`config.mk`:
```
export PLATFORM = sky130hd
export DESIGN_NAME = alu_wide_seq
export DESIGN_NICKNAME = d
export VERILOG_FILES = /design/src/rtl/alu_wide_seq.sv
export SDC_FILE = /design/constraint.sdc
export NUM_CORES = 1
export LEC_CHECK = 0
export CAP_MARGIN = 20
export CORE_ASPECT_RATIO = 1.75
export CORE_UTILIZATION = 40
export CTS_BUF_LIST = sky130_fd_sc_hd__clkbuf_2
export CTS_CLUSTER_SIZE = 10
export DETAILED_ROUTE_END_ITERATION = 10
export PLACE_DENSITY = 0.74
export SYNTH_ARGS = -nofsm -noshare
export SYNTH_HDL_FRONTEND = slang
export SYNTH_SLANG_ARGS = --single-unit
```
`constraint.sdc`:
```
create_clock -name clk -period 1.78 [get_ports clk]
set_input_delay 0.356 -clock clk [delete_from_list [all_inputs] [get_ports clk]]
set_output_delay 0.356 -clock clk [all_outputs]
set_load 0.05 [all_outputs]
```
`src/rtl/alu_wide_seq.sv`:
```
// Sequencer that chains two N-bit ALU passes (low slice, then high slice) into one
// 2N-bit add or subtract. Subtract is run as a + ~b + 1 so slices chain through carry.
module alu_wide_seq #(
  parameter int          N        = 8,
  parameter logic [3:0]  MODE_ADD = 4'b0000
) (
  input  logic           clk,
  input  logic           reset_n,
  input  logic           start,
  input  logic           op_sub,
  input  logic           carry_in,
  input  logic [2*N-1:0] opa,
  input  logic [2*N-1:0] opb,
  output logic           busy,
  output logic           done,
  output logic [2*N-1:0] result,
  output logic           carry,
  output logic           zero,
  output logic [3:0]     alu_mode,
  output logic           alu_cin,
  output logic [N-1:0]   alu_a,
  output logic [N-1:0]   alu_b,
  input  logic [N-1:0]   alu_out,
  input  logic           alu_cout
);

  typedef enum logic [1:0] {
    S_IDLE = 2'd0,
    S_LO   = 2'd1,
    S_HI   = 2'd2,
    S_DONE = 2'd3
  } state_t;

  state_t           state_q;
  logic [N-1:0]     opa_hi_q;
  logic [N-1:0]     opb_hi_q;
  logic [N-1:0]     lo_q;
  logic [N-1:0]     alu_a_q;
  logic [N-1:0]     alu_b_q;
  logic             alu_cin_q;
  logic [2*N-1:0]   result_q;
  logic             carry_q;
  logic             zero_q;
  logic             busy_q;
  logic             done_q;
  logic [2*N-1:0]   wide_d;

  function automatic logic is_zero(input logic [2*N-1:0] v);
    return (v == {(2*N){1'b0}});
  endfunction

  assign wide_d = {alu_out, lo_q};

  // ALU drive values are registered on the edge entering LO/HI, so in HI the
  // carry-in register already holds the low-slice carry-out.
  always_ff @(posedge clk or negedge reset_n) begin
    if (!reset_n) begin
      state_q   <= S_IDLE;
      opa_hi_q  <= {N{1'b0}};
      opb_hi_q  <= {N{1'b0}};
      lo_q      <= {N{1'b0}};
      alu_a_q   <= {N{1'b0}};
      alu_b_q   <= {N{1'b0}};
      alu_cin_q <= 1'b0;
      result_q  <= {(2*N){1'b0}};
      carry_q   <= 1'b0;
      zero_q    <= 1'b0;
      busy_q    <= 1'b0;
      done_q    <= 1'b0;
    end else begin
      case (state_q)
        S_IDLE: begin
          done_q <= 1'b0;
          if (start) begin
            state_q   <= S_LO;
            busy_q    <= 1'b1;
            alu_a_q   <= opa[N-1:0];
            alu_b_q   <= op_sub ? ~opb[N-1:0] : opb[N-1:0];
            alu_cin_q <= op_sub | carry_in;
            opa_hi_q  <= opa[2*N-1:N];
            opb_hi_q  <= op_sub ? ~opb[2*N-1:N] : opb[2*N-1:N];
          end else begin
            state_q <= S_IDLE;
            busy_q  <= 1'b0;
          end
        end
        S_LO: begin
          state_q   <= S_HI;
          lo_q      <= alu_out;
          alu_cin_q <= alu_cout;
          alu_a_q   <= opa_hi_q;
          alu_b_q   <= opb_hi_q;
        end
        S_HI: begin
          state_q   <= S_DONE;
          result_q  <= wide_d;
          carry_q   <= alu_cout;
          zero_q    <= is_zero(wide_d);
          done_q    <= 1'b1;
          alu_a_q   <= {N{1'b0}};
          alu_b_q   <= {N{1'b0}};
          alu_cin_q <= 1'b0;
        end
        S_DONE: begin
          state_q <= S_IDLE;
          done_q  <= 1'b0;
          busy_q  <= 1'b0;
        end
        default: begin
          state_q   <= S_IDLE;
          busy_q    <= 1'b0;
          done_q    <= 1'b0;
          alu_a_q   <= {N{1'b0}};
          alu_b_q   <= {N{1'b0}};
          alu_cin_q <= 1'b0;
        end
      endcase
    end
  end

  assign busy     = busy_q;
  assign done     = done_q;
  assign result   = result_q;
  assign carry    = carry_q;
  assign zero     = zero_q;
  assign alu_mode = MODE_ADD;
  assign alu_a    = alu_a_q;
  assign alu_b    = alu_b_q;
  assign alu_cin  = alu_cin_q;

endmodule
```
After elaboration in Yosys (flattened, before gate mapping)
Cells that the tools add are included.

cells by class
  reduce and logical (&&, ||, !) cells = 8
  bitwise logic cells = 3
  equality and inequality tests = 4
  mux-type cells = 13

operator list
  kind                  number
  $pmux W8 S3           2
  $mux W8               4
  $logic_not A16 Y1     1
  $not A8 Y8            2
  $pmux W2 S4           1
  $eq A2 B2 Y1 const B  2
  $pmux W1 S2           2
  $reduce_and A2 Y1     2
  $reduce_bool A2 Y1    2
  $mux W1               3
  $pmux W1 S3           1
  $reduce_bool A3 Y1    1
  $eq A2 B1 Y1 const B  1
  $logic_not A2 Y1      1
  $ne A2 B2 Y1 const B  1
  $reduce_or A2 Y1      1
  $or A1 B1 Y1          1

word-level totals
  input port bits = 46
  register bits = 63

Longest topological paths before layout
Gate-level depths: netlist of run 1.

  depth after elaboration = 4
  mapped depth = 7
  mapped depth without buffers = 5

Worst setup path before layout of run 1
Ideal clock, no wire load.

  path kind = reg-to-reg
  start point = reg state_q[0]
  end point = reg alu_b_q[5], in the netlist alu_b[5]
  slack = 0.121 ns
  arrival = 1.534 ns
  setup time = 0.125 ns
  data required time = 1.655 ns
  path buffers = 1
  stages on the path, launching flop included = 6
  period minus slack after synthesis = 1.659 ns
  cell sequence = dfrtp_1 > inv_1 > ha_1 > mux2i_4 > buf_6 > mux2_4

between the ends
  longest elaborated chain between the ends = 3
  elaborated cells between the ends (all ways) = 7
  classes of those cells = eq/ne: 3; mux: 1; reduce/logical: 3

ends and longest elaborated chain
  element                                                       RTL line  text
  from (decl)                                                   34        state_t state_q;
  from (signal assigned)                                        58        state_q <= S_IDLE;
  from (signal assigned)                                        75        state_q <= S_LO;
  from (signal assigned)                                        83        state_q <= S_IDLE;
  $eq A2 B2 Y1, or another cell as far along                    71        case (state_q)
  $reduce_bool A3 Y1 (no line) or $ne A2 B2 Y1 (tied branches)  --
  $reduce_and A2 Y1 (no line)                                   --
  to (signal assigned)                                          63        alu_b_q <= {N{1'b0}};
  to (signal assigned)                                          78        alu_b_q <= op_sub ? ~opb[N-1:0] : opb[N-1:0];
  to (signal assigned)                                          92        alu_b_q <= opb_hi_q;
  to (decl)                                                     39        logic [N-1:0] alu_b_q;

Parallel ways exist; a longest one is shown, timed or not.
A chain may end at the register's enable or synchronous reset.

Worst setup path after layout of run 1
  start point = reg state_q[0]
  end point = reg alu_b_q[2], in the netlist alu_b[2]

The elaborated chain is that of the path after synthesis.

==> results of run 1 <==
## layer usage
metal  part of all wire  GRT usage  vias up
met5                  0          0        -
met3              0.055     0.0570       11
met2               0.54      0.288       54
li1                   -          -      961
met1               0.38      0.182      950
met4              0.023     0.0783        0
## layout make-up
cell class / count / area, sq um / area share
Sequential cell: 63 / 1580 / 0.413
Multi-Input combinational cell: 148 / 1150 / 0.300
Inverter: 3 / 11.3 / 0.00295
Clock inverter: 5 / 73.8 / 0.0193
Clock buffer: 10 / 50.0 / 0.0131
Timing Repair Buffer: 94 / 857 / 0.224
Tap cell: 84 / 105 / 0.0275
## timing repair
action,in CTS,in global routing
endpoints found under the setup margin,14,7
hold endpoints to repair,63,0
setup buffers,1,0
hold buffers,1,0
pin swaps,0,0
resized for setup,0,3
## logic make-up after synthesis
family / Yosys count
AO/OA/AOI/OAI: 37
buffers and inverters: 22
AND/OR/NAND/NOR: 43
adder cells (fa/ha/maj): 5
multiplexers: 43
XOR/XNOR: 16
other: 1
flip-flops: 63
## critical path: stages, from the launching register on
cell and delay, ps:
dfrtp_1 440, inv_1 130, ha_2 250, mux2i_4 280, buf_12 160, mux2_2 320
## final timing paths
kind | startpoint | endpoint | slack [ps] | depth (start not counted)
min in group clk | opa[15] | opa_hi_q[7] | 470 | 2
worst max-delay path | state_q[0] | alu_b[2] | 100 | 5
max in group asynchronous | reset_n | lo_q[5] | 1100 | 3
worst max register to register | state_q[0] | alu_b[2] | 100 | 5
worst min-delay path | reset_n | alu_b[3] | 400 | 3
worst min register to register | opb_hi_q[5] | opb_hi_q[5] | 510 | 2
## power by group through the flow
stage | Sequential [mW] | Clock (mW) | Combinational (mW)
final | 2.51 | 0.942 | 4.47
after global routing | 2.59 | 1.02 | 4.79
after CTS | 2.51 | 0.970 | 4.49
after detailed placement | 2.54 | 0 | 4.39
after global placement | 2.53 | 0 | 4.30
after floorplan | 3.80 | 0 | 2.00
## metrics by stage
step                instances  utilization  hold WS, ps
finish                    407        0.557          395
global route              407        0.557          375
CTS                       407        0.555          368
detailed placement        390        0.533          396
global placement          390        0.533          394
floorplan                 233            -         60.4
## placed cells by master (no fill, tap or decap), types with 3 or more instances in the layout
| cell | instances |
|---|---|
| nand3_1 | 8 |
| xnor2_1 | 16 |
| buf_12 | 3 |
| ha_1 | 4 |
| conb_1 | 4 |
| mux2_2 | 40 |
| o21ai_0 | 25 |
| clkdlybuf4s50_1 | 44 |
| dfrtp_1 | 63 |
| buf_4 | 44 |
| a31oi_1 | 8 |
| nand2_1 | 18 |
| nor2b_1 | 8 |
| inv_1 | 3 |
| clkbuf_2 | 10 |
## sequential cells by signal, summed over array words and instances (netlist names)
signal	flops
state_q	2
lo_q	8
done	1
alu_cin	1
carry	1
zero	1
busy	1
opa_hi_q	8
alu_b	8
result	16
opb_hi_q	8
alu_a	8
==> results.cfg, run 1 <==
[logic_synthesis]
synth-simple-area-share = 0.0750
synth_area_per_cell_sq_um = 12.3
synthAdderAreaFrac = 0.0221
yosysTopAreaCell = dfrtp_1
synth_edf_count = 0
synthTopCellsByCount = dfrtp_1 (63), mux2_2 (40), o21ai_0 (25)
synth_top_area_share = 0.556
yosys-top-cells-area = dfrtp_1 (56%), mux2_2 (16%), xnor2_1 (4.9%)
async_flop_share = 1.00
synth_area_sq_um = 2840
seq_area_frac_synth = 0.556
synth_compound_area_frac = 0.0719
yosysMostFrequentCell = dfrtp_1
synth_xor_area_frac = 0.0494
netlist_instances = 230
yosys_warnings = 0
synth_top_family_by_area = multiplexers
ys_ff_latch = 63
synthMuxAreaShare = 0.177
synth-main-ff-cell = dfrtp_1
yosysUniqueCellTypes = 28

[routing]
vias = 1976
wl_per_cell_um = 13.9
drtPass1Iterations = 4
detail-route-antenna-nets = 0
initialDrtViolationCount = 78
routed_via_density = 4.86
routed_wl_um = 5660
drc = 0

[sta]
finalHoldViolCount = 0
final.min_clock_period_ps = 1680
setup_ws_ps = 99.5
slew_viol_final = 0
rsz0062_at_grt = no
finalSetupViolCount = 0
tns_ps = 0
finalCritPeriodShare = 0.944
fin_skew_ps = 23.5
max_freq_mhz = 595

[finish]
drive_gt1_frac = 0.337
nNetsFinal = 370
synthToLayoutAreaGrowth_pct = 34.7
postLayoutCellArea_sq_um = 3820
antenna_cells = 0
fill_cells = 589

[pwr]
combPwrFrac = 0.565
powerDensity_nw_per_um2 = 2070
p_leak_nw = 1.68
power.switching_mw = 3.50
internal-power_mw = 4.42
switching_share = 0.442
pwr-share-clk = 0.119
seqPwrFrac = 0.316
power_mw = 7.92
ir_worst_vdd_v = 0.00111

[worst_setup_path]
worstSetupPathType = reg2reg
cp-start-kind = register
cp_data_required_time_ps = 2150
arrival_ps = 2050
critPathCaptureType = register
crit_path_max_fanout = 10

[floorplan]
die_h_um = 113
ioPinCount = 87
die_x_um = 65.7
coreArea_sq_um = 6860
num_rows = 40
die_area_sq_um = 7450
initial_utilization = 0.414

[global_routing]
grt_pass1_vias = 2008
grt_max_degree = 64
grt_pass1_wl_um = 9270
grt_overflow_total = 0
antenna_found_initial = 0
grt.total_usage = 0.169

[cts]
cts.sinks = 63
cts_buffers = 9
path_clk_slew_ps = 170
clockBufferDepth = 2
cts-root-buf = clkbuf_2
clock_latency_ps = 480
htreeDepth = 3
cts_tree = yes

[run]
cap_violations = 0

[placed_design]
dpl_cell_area_sq_um = 3650
dp_hpwl_um = 4180
numPortBuffers = 82
gp_congestion = 0.772
dp_slack_ps = -35.3

[min_path]
hp-class = in2async

[status]
outcome = finished, final reports clean
No activity file was read; power rests on OpenSTA's default activity.
==> run 2, diff against run 1 <==
--- a/config.mk
+++ b/config.mk
@@ -11,6 +11,7 @@
 export CTS_BUF_LIST = sky130_fd_sc_hd__clkbuf_2
 export CTS_CLUSTER_SIZE = 10
 export DETAILED_ROUTE_END_ITERATION = 10
+export GPL_ROUTABILITY_DRIVEN = 0
 export PLACE_DENSITY = 0.74
 export SYNTH_ARGS = -nofsm -noshare
 export SYNTH_HDL_FRONTEND = slang
==> results of run 2 <==
Same layout as run 1: the final DEF is identical, and so are final timing and power.
